## config.mk

```make
export PLATFORM = sky130hd
export DESIGN_NAME = alu_serial_seq
export DESIGN_NICKNAME = d
export VERILOG_FILES = /design/src/rtl/alu_serial_seq.sv
export SDC_FILE = /design/constraint.sdc
export NUM_CORES = 1
export LEC_CHECK = 0
export ABC_AREA = 1
export CAP_MARGIN = 15
export CORE_UTILIZATION = 35
export DETAILED_ROUTE_END_ITERATION = 7
export GPL_TIMING_DRIVEN = 1
export PLACE_DENSITY_LB_ADDON = 0.25
export RECOVER_POWER = 100
export SYNTH_ARGS = -nofsm -noshare
export SYNTH_HDL_FRONTEND = slang
export SYNTH_SLANG_ARGS = --single-unit
export TNS_END_PERCENT = 30
```

## constraint.sdc

```tcl
create_clock -name clk_i -period 3.1 [get_ports clk_i]
set_input_delay 0.775 -clock clk_i [delete_from_list [all_inputs] [get_ports clk_i]]
set_output_delay 0.775 -clock clk_i [all_outputs]
set_load 0.1 [all_outputs]
```

## src/rtl/alu_serial_seq.sv

```systemverilog
// alu_serial_seq
// ----------------------------------------------------------------------------
// Bit-serial ALU sequencer. It accepts an operand pair and a 4-bit control word
// {A_invert, B_invert, op[1:0]}, then computes one result bit per clock, LSB
// first, on a 1-bit datapath with a registered carry. It uses the same control
// encoding and flag semantics as the ripple ALU:
//   op 0 = AND, 1 = OR, 2 = ADD, 3 = SLT (sign of A-B, no overflow correction).
// Sequence: IDLE -> RUN (WIDTH cycles) -> FIN (1 cycle, valid_o) -> IDLE.
//
// Ports
//   clk_i       rising-edge clock
//   rst_i       asynchronous, active-low reset
//   start_i     request, sampled only in IDLE
//   src1_i      operand A, captured when start is accepted
//   src2_i      operand B, captured when start is accepted
//   ctrl_i      {A_invert, B_invert, op[1:0]}, captured when start is accepted
//   busy_o      high in RUN and FIN
//   valid_o     one-cycle pulse in FIN; result and flags are valid
//   result_o    packed result, held between operations
//   zero_o      result_o == 0
//   cout_o      carry out of the MSB (ADD/SUB only)
//   overflow_o  signed overflow (ADD/SUB only)
// ----------------------------------------------------------------------------
module alu_serial_seq #(
    parameter int unsigned WIDTH = 32,
    parameter int unsigned CNT_W = 5
) (
    input  logic             clk_i,
    input  logic             rst_i,
    input  logic             start_i,
    input  logic [WIDTH-1:0] src1_i,
    input  logic [WIDTH-1:0] src2_i,
    input  logic [3:0]       ctrl_i,
    output logic             busy_o,
    output logic             valid_o,
    output logic [WIDTH-1:0] result_o,
    output logic             zero_o,
    output logic             cout_o,
    output logic             overflow_o
);

    typedef enum logic [1:0] {
        IDLE = 2'd0,
        RUN  = 2'd1,
        FIN  = 2'd2
    } state_t;

    state_t state, state_nx;

    logic [WIDTH-1:0] opa;
    logic [WIDTH-1:0] opb;
    logic [3:0]       ctrl;
    logic [CNT_W-1:0] cnt;
    logic             carry;
    // Only WIDTH-1 bits are stored: the final bit goes straight from the
    // datapath into result_o on the last RUN cycle.
    logic [WIDTH-2:0] shreg;

    logic             bit_a;
    logic             bit_b;
    logic             sum;
    logic             carry_nx;
    logic             rbit;
    logic             last;
    logic [WIDTH-1:0] shift_nx;
    logic [WIDTH-1:0] res_fin;
    logic             ovf_bit;

    // ------------------------------------------------------------------
    // 1-bit datapath
    // ------------------------------------------------------------------
    always_comb begin
        bit_a    = opa[cnt] ^ ctrl[3];
        bit_b    = opb[cnt] ^ ctrl[2];
        sum      = bit_a ^ bit_b ^ carry;
        carry_nx = (bit_a & bit_b) | (bit_a & carry) | (bit_b & carry);
        ovf_bit  = (bit_a & bit_b & ~sum) | (~bit_a & ~bit_b & sum);
        last     = (cnt == CNT_W'(WIDTH - 1));

        case (ctrl[1:0])
            2'd0:    rbit = bit_a & bit_b;
            2'd1:    rbit = bit_a | bit_b;
            2'd2:    rbit = sum;
            default: rbit = 1'b0;
        endcase

        shift_nx = {rbit, shreg};

        // SLT reports only the MSB sum bit, placed in bit 0.
        if (ctrl[1:0] == 2'd3) begin
            res_fin = WIDTH'(sum);
        end else begin
            res_fin = shift_nx;
        end
    end

    // ------------------------------------------------------------------
    // FSM
    // ------------------------------------------------------------------
    always_ff @(posedge clk_i or negedge rst_i) begin
        if (!rst_i) begin
            state <= IDLE;
        end else begin
            state <= state_nx;
        end
    end

    always_comb begin
        state_nx = state;
        busy_o   = 1'b0;
        valid_o  = 1'b0;
        case (state)
            IDLE: begin
                if (start_i) begin
                    state_nx = RUN;
                end
            end
            RUN: begin
                busy_o = 1'b1;
                if (last) begin
                    state_nx = FIN;
                end
            end
            FIN: begin
                busy_o   = 1'b1;
                valid_o  = 1'b1;
                state_nx = IDLE;
            end
            default: begin
                state_nx = IDLE;
            end
        endcase
    end

    // ------------------------------------------------------------------
    // Operand capture, serial state and output registers
    // ------------------------------------------------------------------
    always_ff @(posedge clk_i or negedge rst_i) begin
        if (!rst_i) begin
            opa        <= '0;
            opb        <= '0;
            ctrl       <= '0;
            cnt        <= '0;
            carry      <= 1'b0;
            shreg      <= '0;
            result_o   <= '0;
            zero_o     <= 1'b1;
            cout_o     <= 1'b0;
            overflow_o <= 1'b0;
        end else begin
            case (state)
                IDLE: begin
                    if (start_i) begin
                        opa   <= src1_i;
                        opb   <= src2_i;
                        ctrl  <= ctrl_i;
                        cnt   <= '0;
                        carry <= ctrl_i[2];
                    end
                end
                RUN: begin
                    carry <= carry_nx;
                    shreg <= shift_nx[WIDTH-1:1];
                    if (last) begin
                        // Outputs are loaded on the edge into FIN so they are
                        // stable for the whole valid_o cycle and held after.
                        result_o   <= res_fin;
                        zero_o     <= (res_fin == '0);
                        cout_o     <= (ctrl[1:0] == 2'd2) ? carry_nx : 1'b0;
                        overflow_o <= (ctrl[1:0] == 2'd2) ? ovf_bit : 1'b0;
                    end else begin
                        cnt <= cnt + CNT_W'(1);
                    end
                end
                default: begin
                end
            endcase
        end
    end

endmodule

```

After elaboration in Yosys (flattened, before gate mapping)
Cells that the tools add are included.
Storage, ports and cells
  logic and storage cells: 67
  output and inout port bits: 37
  bits of input ports: 71
  register bits: 142
Cells by class
  add/subtract/negate cells: 1
  multiplexer cells: 18
  reduce and logical (&&, ||, !) cells: 10
  eq/ne operators: 9
  bitwise logic cells: 17
  $lt $le $gt $ge: 1
Operators by type and width (count)
  zero test 32 bit: 1
  two-way mux 32 bit: 1
  binary-select mux 1 bit (select 5 bit): 2
  two-way mux 5 bit: 2
  case mux 5 bit (2 select lines): 1
  AND reduction 2 bit: 4
  two-way mux 1 bit: 7
  AND 1 bit: 6
  equality test 2 bit, second input constant: 3
  less-than comparator 5 x 6 -> 1 bit, second input constant: 1
  != test 2 bit, second input constant: 3
  adder 5 x 1 -> 5 bit, second input constant: 1
  equality test 5 bit, second input constant: 1
  equality test 2 x 1 -> 1 bit, second input constant: 2
  zero test 2 bit: 2
  two-way mux 2 bit: 2
  bitwise OR 1 bit: 4
  case mux 2 bit (2 select lines): 1
  XOR 1 bit: 4
  inverter 1 bit: 3
  case mux 1 bit (3 select lines): 1
  AND reduction 3 bit: 1
  case mux 1 bit (2 select lines): 1
  nonzero test 2 bit: 1
  OR reduction 2 bit: 1

Depth between registers and ports, before layout
Gate-level depths: netlist of run 1.
  depth in word-level cells: 9
  gate-level depth with buffers: 20
  mapped depth without buffers: 20

Least setup slack after synthesis of run 1
No wires, ideal clock.
  path kind: register to register
  from: register cnt[0]
  to: register zero_o
  buffers on the path: 1
  setup time: 0.079 ns
  slack: 0.697 ns
  data arrival time: 2.324 ns
  cell stages (with the launch flop): 15
  clock period less this slack: 2.403 ns
  data required time: 3.021 ns
  cell sequence: dfrtp_1 > inv_2 > buf_2 > nor2_1 > o211ai_1 > nand3_1 > nand2_1 > nand2_1 > nand2_1 > nand2_1 > fa_1 > o21ai_0 > nor3_1 > nand3_1 > o21ai_0
On the way
  longest elaborated chain between the ends: 8
  elaborated cells between the ends (all ways): 15
  those cells by class: 1 x eq/ne; 6 x mux; 6 x bitwise; 2 x reduce/logical
RTL lines
  start, declared: RTL line 53  | logic [CNT_W-1:0] cnt;
  start signal, assigned: RTL line 172  | cnt <= cnt + CNT_W'(1);
  binary-select mux 1 bit (select 5 bit), on equally long branches: RTL line 73, 74
  two-way mux 1 bit, on equally long branches: RTL line 73, 74
  XOR 1 bit, on equally long branches: RTL line 73, 74
  XOR 1 bit (2 in series): RTL line 75  | sum = bit_a ^ bit_b ^ carry;
  case mux 1 bit (3 select lines): RTL line 80  | case (ctrl[1:0])
  two-way mux 32 bit: RTL line 90  | if (ctrl[1:0] == 2'd3) begin
  zero test 32 bit: RTL line 168  | zero_o <= (res_fin == '0);
  end signal, assigned: RTL line 168
  end, declared: RTL line 37  | output logic zero_o,
Parallel ways exist; a longest one is shown, timed or not. The select of a mux whose other input is x is not followed.
A chain may end at the register's enable or synchronous reset.

Worst setup path after layout of run 1
  from: register cnt[1]
  to: register zero_o
The elaborated chain is that of the path after synthesis.

==> key figures, run 1 <==
Run status
  – Outcome: finished, violations left
  – Failing checks: capacitance limit, slew limit

Timing
  – Max_slew headroom: -45.8%
  – Fin. Hold Viols: 0
  – Period utilization: 86.2%
  – Hold_ws: 0.476 ns
  – Unrepaired setup endpoints after global routing: no
  – Final min period: 2.67 ns
  – Slew Limit Fails: 39
  – Clock Skew: about 0.0047 ns
  – Setup TNS: 0 ns
  – Least-Margin Pin Slew: 2.19 ns
  – Fmax: 374 MHz
  – # setup viols final: 0

Clock network
  – # H-tree levels: 4
  – CTS tree: yes
  – CTS resizes: 0
  – Skew-Pair Late Insertion Delay: approximately 0.42 ns
  – Total CTS buffers: 17
  – Clock Pin Slew Worst Setup and Hold Paths: 0.06 ns
  – Cts hold-fix bufs: 0
  – # clock sinks: 142
  – Longest Clk Path Bufs: 2
  – Root buffer cell: clkbuf_16
  – Post-CTS Setup Bufs: 0

Power
  – Pleak: 3.84 nW
  – VDD IR max: roughly 470 µV
  – Pwr/cell area: around 900 mW/mm²

Route
  – First drt pass iteration count: 4
  – Drt first-iter violations: around 280
  – Routed WL: 14500 µm
  – Via Count: 5139
  – Antenna Nets Post-Route: 0
  – WL per Instance: about 13 µm
  – Vias per inst: roughly 4.6
  – DRC viols: 0

Worst setup path
  – Critical Path AT: 3.01 ns
  – Worst Setup EP: zero_o$_DFFE_PN1P_
  – Critical path required time: 3.44 ns
  – Slowest library cell on the worst path: fa_1
  – FF-to-FF Start: cnt[1]$_DFFE_PN0P_
  – Crit. End Element: flop
  – Reg2reg path depth: 17
  – Critical path fanouts, max: 7
  – Critical path startpoint: cnt[1]$_DFFE_PN0P_
  – Crit Path Class: reg -> reg
  – Max stage delay on crit path: 0.53 ns
  – Worst r2r dst: zero_o$_DFFE_PN1P_
  – Worst-path cell chain: clkbuf_1 -> nand3_1 -> nand2_1 -> nand2_1 -> nand2_1 -> inv_1 -> nand2_1 -> nand2_1 -> nand2_1 -> nand2_1 -> nand2_1 -> inv_1 -> fa_1 -> o21ai_0 -> nor3_1 -> nand3_1 -> o21ai_0
  – R2r setup slk: approximately 0.43 ns
  – Cell mode on critical path: nand2_1
  – Startpoint Class: flop

Finish
  – Final std cells w/o fill: between 1000 and 1500
  – Antenna diodes: 0
  – Layout cell share with drive strength beyond 1: 5.38%
  – Area Growth Syn to Fin: 26.1%
  – Final nets: 959

Floorplan
  – Initial Util: 35.7%
  – CORE AREA: about 0.018 mm²
  – Row count: 49
  – Ports: 108
  – Die Ht: between 100 and 150 µm
  – Die width: 137 µm
  – Die ar.: 0.0188 mm²

Hold path
  – Worst hold path type: reg -> reg

Synth
  – Post-synth EDFFs: 0
  – Post-synth top cells: 284 x nand2_1, 141 x dfrtp_1, 77 x inv_1, 77 x o21ai_0, 50 x nor2_1
  – Cell count after synthesis: 780
  – Area contributors post-synth: dfrtp_1 55%, nand2_1 17%, o21ai_0 6.0%
  – Ys Warns: 0
  – Register bit total from synthesis: 142
  – Post-Syn Area: 0.00639 mm²
  – Mapped Avg Cell Area: 8.20 µm²
  – Post-synthesis sequential area ratio: 55.6%
  – Top_reg_cell synth: dfrtp_1
  – Distinct cells, synth: 26
  – Most numerous cell in the Yosys netlist: nand2_1
  – Leading area contributor after synthesis: dfrtp_1
  – Syn Nets: 859
  – Share of the synthesized area in the top cell type: between 50% and 60%
  – Ys async rst share: 100%

GRT
  – First-pass GRT wire length: 23900 µm
  – Number of global-route vias before repair: 4943
  – Tot GR Track Use: 16.5%
  – Initial antenna violation count: 0
  – Largest net degree at the start of global routing: 67
  – Gr ovfl total: 0

Place
  – Buffers added on ports: between 100 and 150
  – Dpl hpwl: 10000 µm
  – Routability cong.: 0.809
  – Inst Count DP: 1090

Job
  – Max_cap viols: 1
cell families (layout without fill, tap and decap cells):
logic type                 after synthesis  count (layout)  share of synthesized area [%]
muxes                                    1               1                          0.157
adders and majority gates                8               8                           1.68
AOI/OAI and AO/OA                      141             141                           12.8
and+or+nand+nor                        365             365                           22.1
buffers and inverters                  123             235                           7.65
DFF                                    142             142                           55.6
metrics by stage:
step	power [mW]	worst slack [ns]	cell area [µm²]	utilization (%)
2_1_floorplan	4.50	0.697	6390	-
3_3_place_gp	5.19	0.492	7630	42.6
3_5_place_dp	5.22	0.434	7630	42.6
4_1_cts	7.42	0.419	8260	46.1
5_1_grt	7.86	0.0579	8070	45.1
6_report	7.27	0.429	8070	45.1
state kept, by name (all words and copies together), names as in the netlist:
register    count
cnt             5
overflow_o      1
carry           1
cout_o          1
ctrl            4
state           2
opb            32
shreg          31
opa            32
result_o       32
zero_o          1
report_power, final:
group	switching [mW]	internal [mW]
Clock	0.773	1.38
Combinational	1.61	0.839
Sequential	0.273	2.40
routing by layer:
| metal | global-route usage, % | wire (µm) | vias to the layer above |
|---|---|---|---|
| met1 | 22.2 | 7120 | 2351 |
| met5 | 0 | 0 | - |
| met4 | 5.31 | 172 | 0 |
| met2 | 25.8 | 6620 | 89 |
| li1 | - | - | 2685 |
| met3 | 4.56 | 555 | 14 |
worst min-delay path by stage:
stage | cells after the start | from | end | slack, ns
5_1_grt | 2 | opb[16]$_DFFE_PN0P_ | opb[16]$_DFFE_PN0P_ | 0.50
4_1_cts | 1 | rst_i | shreg[8]$_DFFE_PN0P_ | 0.25
3_3_place_gp | 2 | shreg[12]$_DFFE_PN0P_ | shreg[11]$_DFFE_PN0P_ | 0.46
6_report | 2 | result_o[20]$_DFFE_PN0P_ | result_o[20]$_DFFE_PN0P_ | 0.48
2_1_floorplan | 2 | opa[13]$_DFFE_PN0P_ | opa[13]$_DFFE_PN0P_ | 0.44
3_5_place_dp | 2 | opa[13]$_DFFE_PN0P_ | opa[13]$_DFFE_PN0P_ | 0.47
cell type report:
type,count,area [µm²]
clock inverters,10,163
well taps,229,287
repair buffers,122,943
multi-input cells,515,2350
fillers,1870,9840
flip-flops and latches,142,3550
inverters,82,308
clock buffers,21,460
cells in the final DEF, fill, tap and decap left out, types with 3 or more instances in the layout:
| cell | netlist | routed |
|---|---|---|
| o21ai_0 | 77 | 77 |
| buf_4 | 1 | 7 |
| o211ai_1 | 5 | 5 |
| clkbuf_1 | 20 | 40 |
| a41oi_1 | 6 | 6 |
| ha_1 | 7 | 7 |
| dfrtp_1 | 141 | 141 |
| clkdlybuf4s50_1 | 0 | 69 |
| inv_2 | 5 | 3 |
| clkbuf_2 | 0 | 6 |
| a21oi_1 | 6 | 6 |
| o31ai_1 | 29 | 29 |
| nand3_1 | 28 | 28 |
| o21ai_1 | 13 | 13 |
| clkbuf_16 | 0 | 17 |
| nand2_1 | 284 | 284 |
| nor2_1 | 50 | 50 |
| inv_1 | 77 | 79 |
| bufinv_16 | 0 | 4 |
worst max-delay path: cells and delay by family (launching register included):
family                     cells  cell delay, ns
and+or+nand+nor               11            0.91
AOI/OAI and AO/OA              2            0.27
buffers and inverters          3            0.42
adders and majority gates      1            0.53
DFF                            1            0.48
(Power assumes the default switching activity.)
==> run 2: changes to the inputs <==
- CELL_PAD_IN_SITES_DETAIL_PLACEMENT: unset -> 1
- CELL_PAD_IN_SITES_GLOBAL_PLACEMENT: unset -> 1
- CORE_MARGIN: unset -> 2
- CORE_UTILIZATION: 35 -> 39
==> run 2 against run 1 <==
The flow now finishes without violations. Combinational power grew 4%. Via count grew 5.3%. Sequential cell count is the same. Routed wire length grew 15%. Die area shrank 7.3%. Register-to-register slack lost 0.12 ns. Critical path type unchanged. Highest routed layer unchanged.
==> key figures, run 2 (same netlist as run 1, synthesis figures left out) <==
Run status
  – Outcome: completed

Route
  – Routed WL: around 17000 µm
  – Top Layer Used: met4
  – Routed wl met3: 553 µm
  – First drt pass iteration count: 4
  – WL per Instance: 15.1 µm
  – Met2 WL: roughly 8700 µm
  – DRC viols: 0
  – Antenna Nets Post-Route: 0
  – Via Count: 5413
  – M1 wire length: between 7000 and 8000 µm
  – Drt first-iter violations: about 260
  – Vias per inst: 4.91

Job
  – Max_cap viols: 0

Floorplan
  – Die Ht: 132 µm
  – Initial Util: 40.1%
  – CORE AREA: roughly 0.016 mm²
  – Ports: approximately 110
  – Die ar.: between 0.015 and 0.02 mm²
  – Row count: 46
  – Die width: around 130 µm

GRT
  – Gr ovfl total: 0
  – Number of global-route vias before repair: 5970
  – Tot GR Track Use: between 20% and 30%
  – Largest net degree at the start of global routing: 64
  – First-pass GRT wire length: 28500 µm
  – Initial antenna violation count: 0

Finish
  – Area Growth Syn to Fin: 24.4%
  – Most frequent cells in the layout: 284 x nand2_1, 141 x dfrtp_1, 78 x inv_1, 77 x o21ai_0, 68 x clkdlybuf4s50_1
  – Final nets: 955
  – Layout cell share with drive strength beyond 1: 5.08%
  – Antenna diodes: 0
  – Final Instance Area: 0.00795 mm²
  – Fill cells: 1906
  – Largest regs: opa x32, opb x32, result_o x32
  – Commonest non-fill, non-tap cell in the layout: nand2_1
  – Final std cells w/o fill: 1102

Worst setup path
  – Crit Path Class: reg -> reg
  – Worst-path cell chain: inv_2 -> o21ai_0 -> a21oi_1 -> nor2_1 -> nand2_1 -> nand2_1 -> nand2_1 -> nand2_1 -> fa_1 -> o21ai_0 -> nor3_1 -> nand3_1 -> o21ai_0
  – Slowest library cell on the worst path: fa_1
  – Critical Path AT: 3.14 ns
  – Max stage delay on crit path: around 0.57 ns
  – Crit. End Element: flop
  – Cell mode on critical path: nand2_1
  – Critical path required time: approximately 3.5 ns
  – Startpoint Class: flop
  – Critical path fanouts, max: 28

Place
  – Buffers added on ports: 107
  – Place WS: 0.307 ns
  – Inst Count DP: ~1100
  – Dpl hpwl: 11600 µm
  – Routability cong.: 0.778
  – Placed cell areas: 0.00756 mm²

Power
  – Pleak: 3.80 nW
  – Pwr/cell area: 906 mW/mm²
  – VDD IR max: 551 µV

Timing
  – Final worst setup slack: 0.310 ns
  – Setup TNS: 0 ns
  – Hold_ws: 0.476 ns
  – Unrepaired setup endpoints after global routing: no
  – Fin. Hold Viols: 0
  – Least-Margin Pin Slew: 1.31 ns
  – Fmax: 358 MHz
  – Slew Limit Fails: 0
  – Clock Skew: around 0.0049 ns
  – Max_slew headroom: 12.7%
  – Period utilization: 90.0%
  – Final min period: between 2 and 3 ns
  – # setup viols final: 0

Clock network
  – Cts hold-fix bufs: 0
  – # H-tree levels: 4
  – Longest Clk Path Bufs: 2
  – Post-CTS Setup Bufs: 0
  – Skew-Pair Late Insertion Delay: 0.42 ns
  – CTS resizes: 0
  – # clock sinks: approximately 140
  – CTS tree: yes
  – Clock Pin Slew Worst Setup and Hold Paths: 0.06 ns
  – Total CTS buffers: 17
  – Root buffer cell: clkbuf_16

Hold path
  – Worst hold path type: reg -> reg
[run 2: final timing paths]
check | end | slack, ns | start | cells after the start
worst min register to register | result_o[11]$_DFFE_PN0P_ | 0.48 | result_o[11]$_DFFE_PN0P_ | 2
worst max-delay path | zero_o$_DFFE_PN1P_ | 0.31 | cnt[0]$_DFFE_PN0P_ | 13
min in group asynchronous | result_o[10]$_DFFE_PN0P_ | 0.63 | rst_i | 1
worst max register to register | zero_o$_DFFE_PN1P_ | 0.31 | cnt[0]$_DFFE_PN0P_ | 13
max in group asynchronous | cnt[1]$_DFFE_PN0P_ | 1.02 | rst_i | 2
worst min-delay path | result_o[11]$_DFFE_PN0P_ | 0.48 | result_o[11]$_DFFE_PN0P_ | 2
[run 2: metrics by stage]
step	total power [mW]	utilization (%)
floorplan	4.50	-
global placement	5.15	47.4
detailed placement	5.29	47.4
CTS	7.30	50.9
global route	7.79	49.9
finish	7.20	49.9
[run 2: metal layers]
layer / global-route usage [%] / up-vias
li1: - / 2657
met1: 23.5 / 2622
met2: 36.7 / 108
met3: 4.08 / 26
met4: 7.79 / 0
met5: 0 / -
[run 2: layout make-up]
cell class,count,area (µm²),area share (%)
clock buffers,21,460,5.79
flip-flops and latches,142,3550,44.7
clock inverters,8,92.6,1.16
well taps,216,270,3.40
repair buffers,118,918,11.5
inverters,82,308,3.87
multi-input cells,515,2350,29.5
[run 2: worst max-delay path, delay by kind of cell, from the launching register on]
family | cells | cell delay [ns]
AOI/OAI and AO/OA | 4 | 0.65
adders and majority gates | 1 | 0.57
buffers and inverters | 1 | 0.36
DFF | 1 | 0.40
and+or+nand+nor | 7 | 0.73
[run 2: where the power goes]
group / switching (mW) / leakage, nW / internal, mW
Combinational: 1.72 / 1.68 / 0.834
Sequential: 0.293 / 1.85 / 2.40
Clock: 0.752 / 0.274 / 1.20
==> run 3: changes to the inputs <==
- CORE_UTILIZATION: 39 -> 42
- SLEW_MARGIN: unset -> 20
- clock period: 3.1 -> 3.53 ns (I/O delays scaled with it)
==> run 3 against run 2 <==
The run now ends with capacitance limit, slew limit left. First-iteration DRC count fell by 16%. Global-route usage up 2.6 points. Largest cell class unchanged. Core utilization grew 3.2 points. Sequential power shrank 11%. Die area down 6.9%. Clock power about the same. Clock skew rose by 0.0027 ns. Hold slack improved by 0.0073 ns.
==> key figures, run 3 (same netlist as run 1, synthesis figures left out) <==
Timing
  – Max_slew headroom: -22.1%
  – Least-Margin Pin Slew: roughly 1.8 ns
  – Period utilization: 83.3%
  – Fmax: 340 MHz
  – Final min period: 2.94 ns
  – # setup viols final: 0
  – Final worst setup slack: 0.589 ns
  – Slew Limit Fails: 119
  – Setup TNS: 0 ns
  – Fin. Hold Viols: 0
  – Unrepaired setup endpoints after global routing: no
  – Clock Skew: 0.00752 ns

Power
  – Pwr/cell area: between 800 and 900 mW/mm²
  – Pleak: 3.81 nW
  – VDD IR max: roughly 400 µV

Place
  – Place WS: 0.677 ns
  – Dpl hpwl: 11700 µm
  – Buffers added on ports: 107
  – Routability cong.: slightly above 0.8

Floorplan
  – Die Ht: 127 µm
  – Initial Util: 42.5%
  – Row count: 45
  – Die width: 127 µm
  – CORE AREA: 0.0150 mm²
  – Ports: 108
  – Die ar.: 0.0162 mm²

Clock network
  – Post-CTS Setup Bufs: 0
  – CTS resizes: 0
  – Total CTS buffers: 17
  – # clock sinks: approximately 140
  – Clock Pin Slew Worst Setup and Hold Paths: ~0.060 ns
  – Cts hold-fix bufs: 0
  – Skew-Pair Late Insertion Delay: 0.42 ns
  – # H-tree levels: 4
  – Longest Clk Path Bufs: 2
  – CTS tree: yes
  – Root buffer cell: clkbuf_16

Finish
  – Fill cells: 1811
  – Register Area: 0.00355 mm²
  – Layout cell share with drive strength beyond 1: ~4.9%
  – Most frequent cells in the layout: 284 x nand2_1, 141 x dfrtp_1, 78 x o21ai_0, 78 x inv_1, 68 x clkdlybuf4s50_1
  – Footprint of the multi-input gates: 0.00235 mm²
  – Largest regs: opa x32, opb x32, result_o x32
  – Final nets: between 900 and 1000
  – Area Growth Syn to Fin: 24.8%
  – Antenna diodes: 0
  – Commonest non-fill, non-tap cell in the layout: nand2_1

Run status
  – Failing checks: capacitance limit, slew limit
  – Outcome: finished, violations left

Hold path
  – Worst hold path type: reg -> reg

Route
  – DRC viols: 0
  – Via Count: approximately 5500
  – First drt pass iteration count: 4
  – Vias per inst: around 5
  – WL per Instance: roughly 16 µm
  – Drt first-iter violations: 213
  – Antenna Nets Post-Route: 0
  – Routed WL: around 17000 µm

GRT
  – Gr ovfl total: 0
  – Initial antenna violation count: 0
  – Grt met3 use: 4.73%
  – First-pass GRT wire length: 29400 µm
  – M2 GR Usage: 41.1%
  – Largest net degree at the start of global routing: 71
  – Number of global-route vias before repair: 6083
  – GRT Max-Usage Layer: met2
  – Tot GR Track Use: 22.8%
  – Met1 Track Usage GR: 26.6%

Worst setup path
  – Crit. End Element: primary output
  – R2r setup slk: between 0.6 and 0.7 ns
  – Critical path fanouts, max: 3
  – Startpoint Class: flop
  – Critical Path AT: between 2 and 2.5 ns
  – Critical path required time: 2.65 ns
  – Crit Path Class: reg -> out

Job
  – Max_cap viols: 2
-- run 3: changes by cell type in the layout (fill, tap and decap cells not counted), sizes merged --
cell,change
clkinv,-2
clkinvlp,+1
bufinv,+3
buf,-3
clkbuf,+1
-- run 3: final cells by class --
| cell class | instances | share of cell area, % |
|---|---|---|
| Sequential cell | 142 | 44.5 |
| Clock inverter | 10 | 2.35 |
| Multi-Input combinational cell | 515 | 29.4 |
| Inverter | 82 | 3.86 |
| Timing Repair Buffer | 117 | 11.1 |
| Clock buffer | 20 | 5.72 |
| Tap cell | 188 | 2.95 |
-- run 3: per-stage QoR --
step	utilization (%)	hold slack [ns]	total power, mW	instances	area, µm²
after floorplan	-	0.444	3.95	780	6390
after global placement	49.9	0.458	4.49	1044	7510
after detailed placement	49.9	0.471	4.63	1044	7510
after CTS	54.2	0.489	6.67	1074	8150
after global routing	53.1	0.500	7.09	1074	7980
final	53.1	0.484	6.60	1074	7980
-- run 3: metal layers --
metal | share of wire (%) | vias to the layer above
li1 | - | 2667
met1 | 43 | 2707
met2 | 52 | 116
met3 | 3.3 | 36
met4 | 2.4 | 0
met5 | 0 | -
-- run 3: path summary, 6_finish.rpt --
path,depth (start not counted),to,start
setup / recovery,3,busy_o,state[0]$_DFFE_PN0P_
hold / removal,2,result_o[21]$_DFFE_PN0P_,result_o[21]$_DFFE_PN0P_
setup reg to reg,17,zero_o$_DFFE_PN1P_,cnt[0]$_DFFE_PN0P_
hold reg to reg,2,result_o[21]$_DFFE_PN0P_,result_o[21]$_DFFE_PN0P_
max in group asynchronous,2,shreg[4]$_DFFE_PN0P_,rst_i
min in group asynchronous,1,result_o[12]$_DFFE_PN0P_,rst_i
-- run 3: power breakdown --
part	switching (mW)	total (mW)	leakage (nW)	internal, mW
Clock	0.694	1.98	0.308	1.28
Sequential	0.284	2.39	1.85	2.11
Combinational	1.52	2.23	1.66	0.713
-- run 3: worst max-delay path: stages (launching register included) --
cell	delay [ns]
dfrtp_1	0.35
inv_1	0.09
ha_1	0.30
clkbuf_1	0.90
